File: src/rtl/i2c_pkg.sv
`default_nettype none
// i2c_pkg: command codes, phase and state encodings, and the per-phase line-drive table
// Revision 1.0
package i2c_pkg;

  typedef enum logic [1:0] {
    CMD_START = 2'b00,
    CMD_STOP  = 2'b01,
    CMD_WRITE = 2'b10,
    CMD_READ  = 2'b11
  } cmd_e;

  typedef enum logic [1:0] {
    PH_A = 2'd0,
    PH_B = 2'd1,
    PH_C = 2'd2,
    PH_D = 2'd3
  } phase_e;

  typedef enum logic [2:0] {
    ST_IDLE = 3'd0,
    ST_A    = 3'd1,
    ST_B    = 3'd2,
    ST_C    = 3'd3,
    ST_D    = 3'd4
  } state_e;

  function automatic state_e next_state(state_e s);
    case (s)
      ST_A:    return ST_B;
      ST_B:    return ST_C;
      ST_C:    return ST_D;
      default: return ST_IDLE;
    endcase
  endfunction

  function automatic phase_e phase_of(state_e s);
    case (s)
      ST_B:    return PH_B;
      ST_C:    return PH_C;
      ST_D:    return PH_D;
      default: return PH_A;
    endcase
  endfunction

  // Returns {scl_oen, sda_oen}; START phase A keeps SCL where the previous command left it
  function automatic logic [1:0] line_drive(cmd_e c, phase_e p, logic wb, logic scl_prev);
    logic [1:0] d;
    d = 2'b00;
    case (c)
      CMD_START: begin
        case (p)
          PH_A:    d = {scl_prev, 1'b0};
          PH_B:    d = 2'b00;
          PH_C:    d = 2'b01;
          default: d = 2'b11;
        endcase
      end
      CMD_STOP: begin
        case (p)
          PH_A:    d = 2'b11;
          PH_B:    d = 2'b01;
          default: d = 2'b00;
        endcase
      end
      CMD_WRITE: d = {(p == PH_A) || (p == PH_D), ~wb};
      default:   d = {(p == PH_A) || (p == PH_D), 1'b0};
    endcase
    return d;
  endfunction

endpackage
`default_nettype wire

File: src/rtl/i2c_sync2.sv
`default_nettype none
// i2c_sync2: two-flop synchroniser for an open-drain bus line; resets to the idle-high level
// Revision 1.0
module i2c_sync2 (
  input  logic clk,
  input  logic rst,
  input  logic d,
  output logic q
);

  logic meta;

  always_ff @(posedge clk) begin
    if (rst) begin
      meta <= 1'b1;
      q    <= 1'b1;
    end else begin
      meta <= d;
      q    <= meta;
    end
  end

endmodule
`default_nettype wire

File: src/rtl/i2c_bit_engine.sv
`default_nettype none
// i2c_bit_engine: I2C master bit sequencer; every command runs four SCL quarter-phases
// Revision 1.0
module i2c_bit_engine
  import i2c_pkg::*;
#(
  parameter int CLK_DIV    = 125,
  parameter bit STRETCH_EN = 1'b1,
  parameter bit ARB_EN     = 1'b1
) (
  input  logic       clk,
  input  logic       rst,
  input  logic       cmd_valid,
  output logic       cmd_ready,
  input  logic [1:0] cmd,
  input  logic       w_bit,
  output logic       done,
  output logic       r_bit,
  output logic       arb_lost,
  output logic       busy,
  input  logic       scl_in,
  output logic       scl_oen,
  input  logic       sda_in,
  output logic       sda_oen
);

  localparam int CNT_W = $clog2(CLK_DIV);
  localparam logic [CNT_W-1:0] LAST = CNT_W'(CLK_DIV - 1);
  // Our own SCL release needs two cycles to reach the synchroniser output, so a low
  // level is only treated as slave stretching once that latency has elapsed
  localparam logic [CNT_W-1:0] STRETCH_AT = CNT_W'((CLK_DIV > 2) ? 2 : CLK_DIV - 1);

  state_e           state;
  cmd_e             cmd_q;
  logic             wbit_q;
  logic [CNT_W-1:0] cnt;
  logic             ready_en;
  logic             scl_s;
  logic             sda_s;
  logic             at_last;
  logic             stretching;
  logic             lose;

  i2c_sync2 u_sync_scl (.clk(clk), .rst(rst), .d(scl_in), .q(scl_s));
  i2c_sync2 u_sync_sda (.clk(clk), .rst(rst), .d(sda_in), .q(sda_s));

  assign at_last    = (cnt == LAST);
  assign stretching = STRETCH_EN && (state == ST_B) && !scl_s && (cnt >= STRETCH_AT);
  // STOP is judged only once SDA has had a full phase C to settle after release
  assign lose = ARB_EN && !sda_s &&
                (((state == ST_C) && (cmd_q == CMD_WRITE) && wbit_q) ||
                 ((cmd_q == CMD_STOP) && (((state == ST_C) && at_last) || (state == ST_D))));

  assign cmd_ready = ready_en && (state == ST_IDLE);
  assign busy      = (state != ST_IDLE);

  always_ff @(posedge clk) begin
    if (rst) begin
      state    <= ST_IDLE;
      cnt      <= '0;
      cmd_q    <= CMD_START;
      wbit_q   <= 1'b0;
      scl_oen  <= 1'b0;
      sda_oen  <= 1'b0;
      done     <= 1'b0;
      arb_lost <= 1'b0;
      r_bit    <= 1'b0;
      ready_en <= 1'b0;
    end else begin
      ready_en <= 1'b1;
      done     <= 1'b0;
      arb_lost <= 1'b0;
      if (state == ST_IDLE) begin
        if (cmd_valid && cmd_ready) begin
          cmd_q  <= cmd_e'(cmd);
          wbit_q <= w_bit;
          state  <= ST_A;
          cnt    <= '0;
          {scl_oen, sda_oen} <= line_drive(cmd_e'(cmd), PH_A, w_bit, scl_oen);
        end
      end else if (lose) begin
        state    <= ST_IDLE;
        cnt      <= '0;
        scl_oen  <= 1'b0;
        sda_oen  <= 1'b0;
        done     <= 1'b1;
        arb_lost <= 1'b1;
      end else if (!stretching) begin
        if (at_last) begin
          if ((state == ST_C) && (cmd_q == CMD_READ)) begin
            r_bit <= sda_s;
          end
          cnt <= '0;
          if (state == ST_D) begin
            state <= ST_IDLE;
            done  <= 1'b1;
          end else begin
            state <= next_state(state);
            {scl_oen, sda_oen} <= line_drive(cmd_q, phase_of(next_state(state)), wbit_q, scl_oen);
          end
        end else begin
          cnt <= cnt + 1'b1;
        end
      end
    end
  end

endmodule
`default_nettype wire
File: config.mk
export PLATFORM = sky130hd
export DESIGN_NAME = i2c_bit_engine
export DESIGN_NICKNAME = d
export VERILOG_FILES = /design/src/rtl/i2c_pkg.sv /design/src/rtl/i2c_sync2.sv /design/src/rtl/i2c_bit_engine.sv
export SDC_FILE = /design/constraint.sdc
export NUM_CORES = 1
export LEC_CHECK = 0
export ABC_CLOCK_PERIOD_IN_PS = 2300
export CORE_MARGIN = 1
export CORE_UTILIZATION = 45
export DETAILED_ROUTE_END_ITERATION = 8
export PLACE_DENSITY = 0.67
export SLEW_MARGIN = 20
export SYNTH_ARGS = -nofsm -noshare
export SYNTH_HDL_FRONTEND = slang
export SYNTH_SLANG_ARGS = --single-unit
File: constraint.sdc
create_clock -name clk -period 2.3 [get_ports clk]
set_input_delay 0.345 -clock clk [delete_from_list [all_inputs] [get_ports clk]]
set_output_delay 0.345 -clock clk [all_outputs]
set_load 0.01 [all_outputs]
==> results of run 1 <==
worst paths after layout:
check | from | end | slack, ns | depth (start not counted)
setup reg to reg | cnt[0] | state[0] | 0.15 | 7
hold / removal | u_sync_sda.meta | u_sync_sda.q | 0.42 | 1
setup / recovery | state[0] | cmd_ready | 0.13 | 3
hold reg to reg | u_sync_sda.meta | u_sync_sda.q | 0.42 | 1
what timing repair did:
item,4_1_cts,5_1_grt
hold buffers,0,0
setup endpoints to repair,0,5
gates resized for setup,0,1
registers in the layout (all words and copies together) (netlist names):
| register | cells |
|---|---|
| cnt | 7 |
| state | 3 |
| cmd_q | 2 |
| arb_lost | 1 |
| done | 1 |
| r_bit | 1 |
| ready_en | 1 |
| scl_oen | 1 |
| sda_oen | 1 |
| u_sync_scl.meta | 1 |
| u_sync_scl.q | 1 |
| u_sync_sda.meta | 1 |
| u_sync_sda.q | 1 |
| wbit_q | 1 |
per-layer routing:
layer  wire (µm)  global-route usage, %
met1        1220                   26.1
met3         132                   5.37
met5           0                      0
met4          10                   6.14
met2        1180                   35.8
logic make-up (layout without fill, tap and decap cells):
logic type | Yosys count | after routing | synth area share (%)
buffers and inverters | 16 | 31 | 5.12
AND/OR/NAND/NOR | 59 | 59 | 28.2
flip-flops | 23 | 23 | 38.5
XOR/XNOR | 4 | 4 | 2.93
adder cells (fa/ha/maj) | 5 | 5 | 5.23
multiplexers | 2 | 2 | 1.78
AO/OA/AOI/OAI | 32 | 32 | 18.2
critical path: stages (launching register included):
cell and delay, ns:
sky130_fd_sc_hd__dfxtp_1 0.43, sky130_fd_sc_hd__nor3_4 0.39, sky130_fd_sc_hd__and2_1 0.18, sky130_fd_sc_hd__clkdlybuf4s50_1 0.52
through the flow:
stage               worst slack [ns]  total power, W  cell area, µm²  hold WS (ns)  util (%)
finish                         0.127         0.00118            1400         0.423      56.0
global route                 0.00139         0.00128            1400         0.444      56.0
CTS                           0.0712         0.00120            1400         0.429      56.0
detailed placement             0.109         0.00101            1370         0.399      54.9
global placement               0.236        0.000994            1370         0.391      54.9
floorplan                      0.294        0.000832            1200         0.389         -
report_power, final:
group	switching [W]	total (W)	internal, W
logic	0.000291	0.000504	0.000212
registers	0.0000612	0.000499	0.000438
clock network	0.000115	0.000183	0.0000677
cell usage in the layout, fill, tap and decap left out, types with 2 or more instances in the layout:
| master | netlist | routed |
|---|---|---|
| sky130_fd_sc_hd__a211oi_1 | 3 | 3 |
| sky130_fd_sc_hd__a21oi_1 | 10 | 10 |
| sky130_fd_sc_hd__a31oi_1 | 2 | 2 |
| sky130_fd_sc_hd__and2_1 | 3 | 3 |
| sky130_fd_sc_hd__buf_4 | 0 | 3 |
| sky130_fd_sc_hd__clkbuf_4 | 0 | 3 |
| sky130_fd_sc_hd__clkdlybuf4s50_1 | 0 | 14 |
| sky130_fd_sc_hd__dfxtp_1 | 23 | 22 |
| sky130_fd_sc_hd__ha_1 | 5 | 5 |
| sky130_fd_sc_hd__inv_1 | 9 | 9 |
| sky130_fd_sc_hd__nand2_1 | 11 | 11 |
| sky130_fd_sc_hd__nand2b_1 | 4 | 4 |
| sky130_fd_sc_hd__nand3_1 | 5 | 5 |
| sky130_fd_sc_hd__nand3b_1 | 2 | 2 |
| sky130_fd_sc_hd__nand4_1 | 6 | 6 |
| sky130_fd_sc_hd__nor2_1 | 7 | 7 |
| sky130_fd_sc_hd__nor3_1 | 8 | 8 |
| sky130_fd_sc_hd__o21ai_0 | 8 | 8 |
| sky130_fd_sc_hd__or2_2 | 4 | 4 |
| sky130_fd_sc_hd__xor2_1 | 4 | 4 |
area by class of cell:
class / count / area, µm²
Clock buffer: 4 / 26.3
Fill cell: 246 / 1100
Inverter: 10 / 37.5
Multi-Input combinational cell: 102 / 674
Sequential cell: 23 / 462
Tap cell: 30 / 37.5
Timing Repair Buffer: 17 / 163
==> flow_summary.ini, run 1 <==
[status]
outcome = finished clean

[sta]
fmax_mhz = 460
number_of_setup_violations_in_the_final_report = 0
timing.final.hold_violations = 0
timing.slew.headroom_pct = 64.9
timing.setup.tns_ns = 0
grt_setup_unrepaired = false
skew_ns = 0.00409
finalWorstPathRequiredPeriod_ns = 2.17
post-route-period-util_pct = 94.5
least_margin_pin_slew_ns = 0.524
slew_viol_final = 0

[logic_synthesis]
postSynthNetCount = 154
synth_top_cells_by_area = sky130_fd_sc_hd__dfxtp_1, sky130_fd_sc_hd__ha_1, sky130_fd_sc_hd__a21oi_1, sky130_fd_sc_hd__nand2_1, sky130_fd_sc_hd__nor3_1
synth_sequential_area_ratio_pct = 38.5
synthTopCellsByCount = sky130_fd_sc_hd__dfxtp_1, sky130_fd_sc_hd__nand2_1, sky130_fd_sc_hd__a21oi_1, sky130_fd_sc_hd__inv_1
synth_ff_type = sky130_fd_sc_hd__dfxtp_1
netlist.area_leader.share_pct = 38.5
postSynthCellCount = 141
synth_area_per_cell_um2 = 8.48
synth_most_common_cell = sky130_fd_sc_hd__dfxtp_1
post_synth_num_cell_types = 40
synthesis.yosys.warnings = 0
synth_enable_flop_cells = 0
synth_largest_area_cell = sky130_fd_sc_hd__dfxtp_1
async_set_or_reset_flop_fraction_in_the_synthesized_netlist_pct = 0
syn-cell-area_um2 = 1200
synth_seq_cells = 23

[global_routing]
track_usage_pct = 21.1
grt_start_max_net_pins = 14
grt-ovfl-total = 0
grt_pass1_wl_mm = 4.34
first_global_vias = 974
initial_antenna_violation_count = 0

[critical_path]
critical_path_start_type = flop
timing_worst_setup_path_type = flop to output port
worstPathRequired_ns = 1.96
cp.arrival_ns = 1.83
crit_path_max_fo = 9
timing.critical_path.to_type = output port

[clock_network]
root_buffer = sky130_fd_sc_hd__clkbuf_4
clock_tree.htree_level_count = 1
clock_tree_from_tritoncts = yes
max-clock-path-buffers = 2
cts.reportedPaths.clkPinSlew_ns = 0.11
tritoncts_num_sinks = 23
tritoncts.num_buffers = 3
cts_setup_buffers = 0
worstSkewPairLatency_ns = 0.31

[die]
die_width_um = 53.6
design.core.area_um2 = 2500
row_count = 18
die_area_um2 = 2870
initial_core_util_pct = 47.8
chipHeight_um = 53.6
ios = 15

[placed_design]
dp_cells = 182
io_buffers = 14
place.gp.congestion = 0.860
post-dp-hpwl_mm = 1.88

[finish]
drive_above_1_share_pct = 11.5
final_cells = 186
antenna_cells_inserted = 0
nets = 170
syn2layout_area_growth_pct = 17.0

[hold_path]
worstHoldPathType = flop to flop

[run]
cap_violations = 0

[drt]
drt_first_pass_iters = 4
vias_per_cell = 5.70
remaining_drc_errors = 0
drt_antenna_net_count = 0
detailed_route_wire_length_mm = 2.54
vias = 1060
first_iter_violations = 29
detail_route.wl_per_cell_um = 13.7

[power]
vdd_ir_drop_max_mv = 0.590
powerDensity_nw_per_um2 = 846
leakagePower_nw = 0.531
Power figures use the tool's default switching activity.
==> run 2, diff against run 1 <==
- ABC_CLOCK_PERIOD_IN_PS: 2300 -> 1900
- PLACE_DENSITY: 0.67 -> 0.69
- clock period: 2.3 -> 1.9 ns (I/O delays scaled with it)
==> run 2 against run 1 <==
Compared with the run above:
- the run now ends with negative setup slack left
- clock power up 27%
- design area up 21%
- power is 54% higher
- flip-flop and latch count unchanged
- sequential share of layout area fell by 5.5 points
- worst setup slack worse by 0.22 ns
- clock skew rose by 0.011 ns
- hold slack improved by 0.0048 ns
- critical endpoint is now state[0]
- largest cell class unchanged
- largest power group unchanged
==> flow_summary.ini, run 2 (synthesis gave the netlist of run 1 again) <==
[finish]
layout.cell_area.non_filler_um2 = 1690
top_register = cnt
mostFrequentLayoutCells = sky130_fd_sc_hd__buf_4, sky130_fd_sc_hd__dfxtp_1, sky130_fd_sc_hd__clkdlybuf4s50_1
mostFrequentLayoutCell = sky130_fd_sc_hd__buf_4
area_used_by_sequential_logic_in_the_layout_um2 = 465
largest_reg_flops = 7
antenna_cells_inserted = 0
drive_above_1_share_pct = 34.1
reg.largest.list = cnt: 7 flops, state: 3 flops, cmd_q: 2 flops
filler_cells = 207
nets = 199
syn2layout_area_growth_pct = 41.4
multiInputGateArea_um2 = 739

[drt]
vias_per_cell = 5.78
vias = 1242
detailed_route_wire_length_mm = 3.46
first_iter_violations = 48
remaining_drc_errors = 0
detail_route.wl_per_cell_um = 16.1
drt_first_pass_iters = 4
drt_antenna_net_count = 0

[clock_network]
max-clock-path-buffers = 2
worstSkewPairLatency_ns = 0.32
tritoncts_num_sinks = 23
clock_tree.htree_level_count = 1
tritoncts.num_buffers = 3
cts_hold_repair.buffers = 0
root_buffer = sky130_fd_sc_hd__clkbuf_4
cts.reportedPaths.clkPinSlew_ns = 0.14
clock_tree_from_tritoncts = yes

[hold_path]
worstHoldPathType = flop to flop

[global_routing]
grt_start_max_net_pins = 13
initial_antenna_violation_count = 0
grt-ovfl-total = 0
grt_pass1_wl_mm = 5.23
track_usage_pct = 25.6
first_global_vias = 1190

[sta]
post-route-worst-setup-slack_ns = -0.0897
fmax_mhz = 503
number_of_setup_violations_in_the_final_report = 9
finalWorstPathRequiredPeriod_ns = 1.99
final.hold.worst_slack_ns = 0.428
timing.slew.headroom_pct = 71.6
slew_viol_final = 0
least_margin_pin_slew_ns = 0.423
timing.final.hold_violations = 0
post-route-period-util_pct = 105
grt_setup_unrepaired = true
skew_ns = 0.0154

[die]
ios = 15
initial_core_util_pct = 47.8
die_width_um = 53.6
chipHeight_um = 53.6
row_count = 18
design.core.area_um2 = 2500
die_area_um2 = 2870

[critical_path]
crit_path_max_fo = 6
cp.arrival_ns = 2.26
timing.critical_path.to_type = flop
critical_path_start_type = flop
timing_worst_setup_path_type = flop to flop
worstPathRequired_ns = 2.17

[power]
leakagePower_nw = 0.698
vdd_ir_drop_max_mv = 0.748
powerDensity_nw_per_um2 = 1080

[run]
cap_violations = 0

[placed_design]
post-dp-hpwl_mm = 2.31
io_buffers = 14
place_area_um2 = 1550
place.gp.congestion = 0.876

[status]
violations = negative setup slack
outcome = finished with violations
-- run 2: worst paths after layout --
path	from	to	slack [ns]	depth (start not counted)
worst min register to register	u_sync_scl.meta	u_sync_scl.q	0.43	1
worst min-delay path	u_sync_scl.meta	u_sync_scl.q	0.43	1
worst max register to register	state[1]	state[0]	-0.09	6
worst max-delay path	state[1]	state[0]	-0.09	6
-- run 2: layout make-up --
cell class / instances / share of cell area, %
Timing Repair Buffer: 46 / 22.8
Sequential cell: 23 / 27.5
Clock buffer: 4 / 1.55
Multi-Input combinational cell: 102 / 43.7
Tap cell: 30 / 2.22
Inverter: 10 / 2.22
-- run 2: critical path, stage by stage (launching register included) --
cell and delay (ns):
sky130_fd_sc_hd__dfxtp_1 0.50, sky130_fd_sc_hd__nand3b_1 0.21, sky130_fd_sc_hd__o2bb2ai_1 0.32, sky130_fd_sc_hd__a211oi_2 0.15, sky130_fd_sc_hd__buf_4 0.16, sky130_fd_sc_hd__or4_4 0.47
sky130_fd_sc_hd__a21oi_2 0.13
-- run 2: routing by layer --
metal	part of all wire (%)	GRT usage, %	vias to the layer above
li1	-	-	595
met1	42	30.9	583
met4	1.4	12.7	0
met2	51	43.8	55
met3	5.8	4.24	9
met5	0	0	-
-- run 2: what timing repair did --
action / CTS / global route
pin swaps: 2 / 8
cloned: 0 / 0
endpoints found under the setup margin: 6 / 13
buffers inserted: 4 / 1
gates resized for setup: 11 / 13
-- run 2: metrics by stage --
step	power, W	utilization (%)	TNS [ns]	setup WS (ns)	cells
final	0.00182	67.7	-0.240	-0.0897	215
after global routing	0.00194	67.7	-1.36	-0.170	215
after CTS	0.00173	65.2	-0.0554	-0.0388	214
after detailed placement	0.00143	62.1	-0.126	-0.113	206
after global placement	0.00141	62.1	-0.0395	-0.0395	206
after floorplan	0.00100	-	-0.104	-0.104	141
-- run 2: where the power goes --
| part | internal [W] | switching [W] | leakage [nW] |
|---|---|---|---|
| sequential | 0.000531 | 0.0000538 | 0.189 |
| combinational | 0.000503 | 0.000504 | 0.494 |
| clock | 0.0000821 | 0.000151 | 0.0150 |
| total | 0.00112 | 0.000709 | 0.698 |
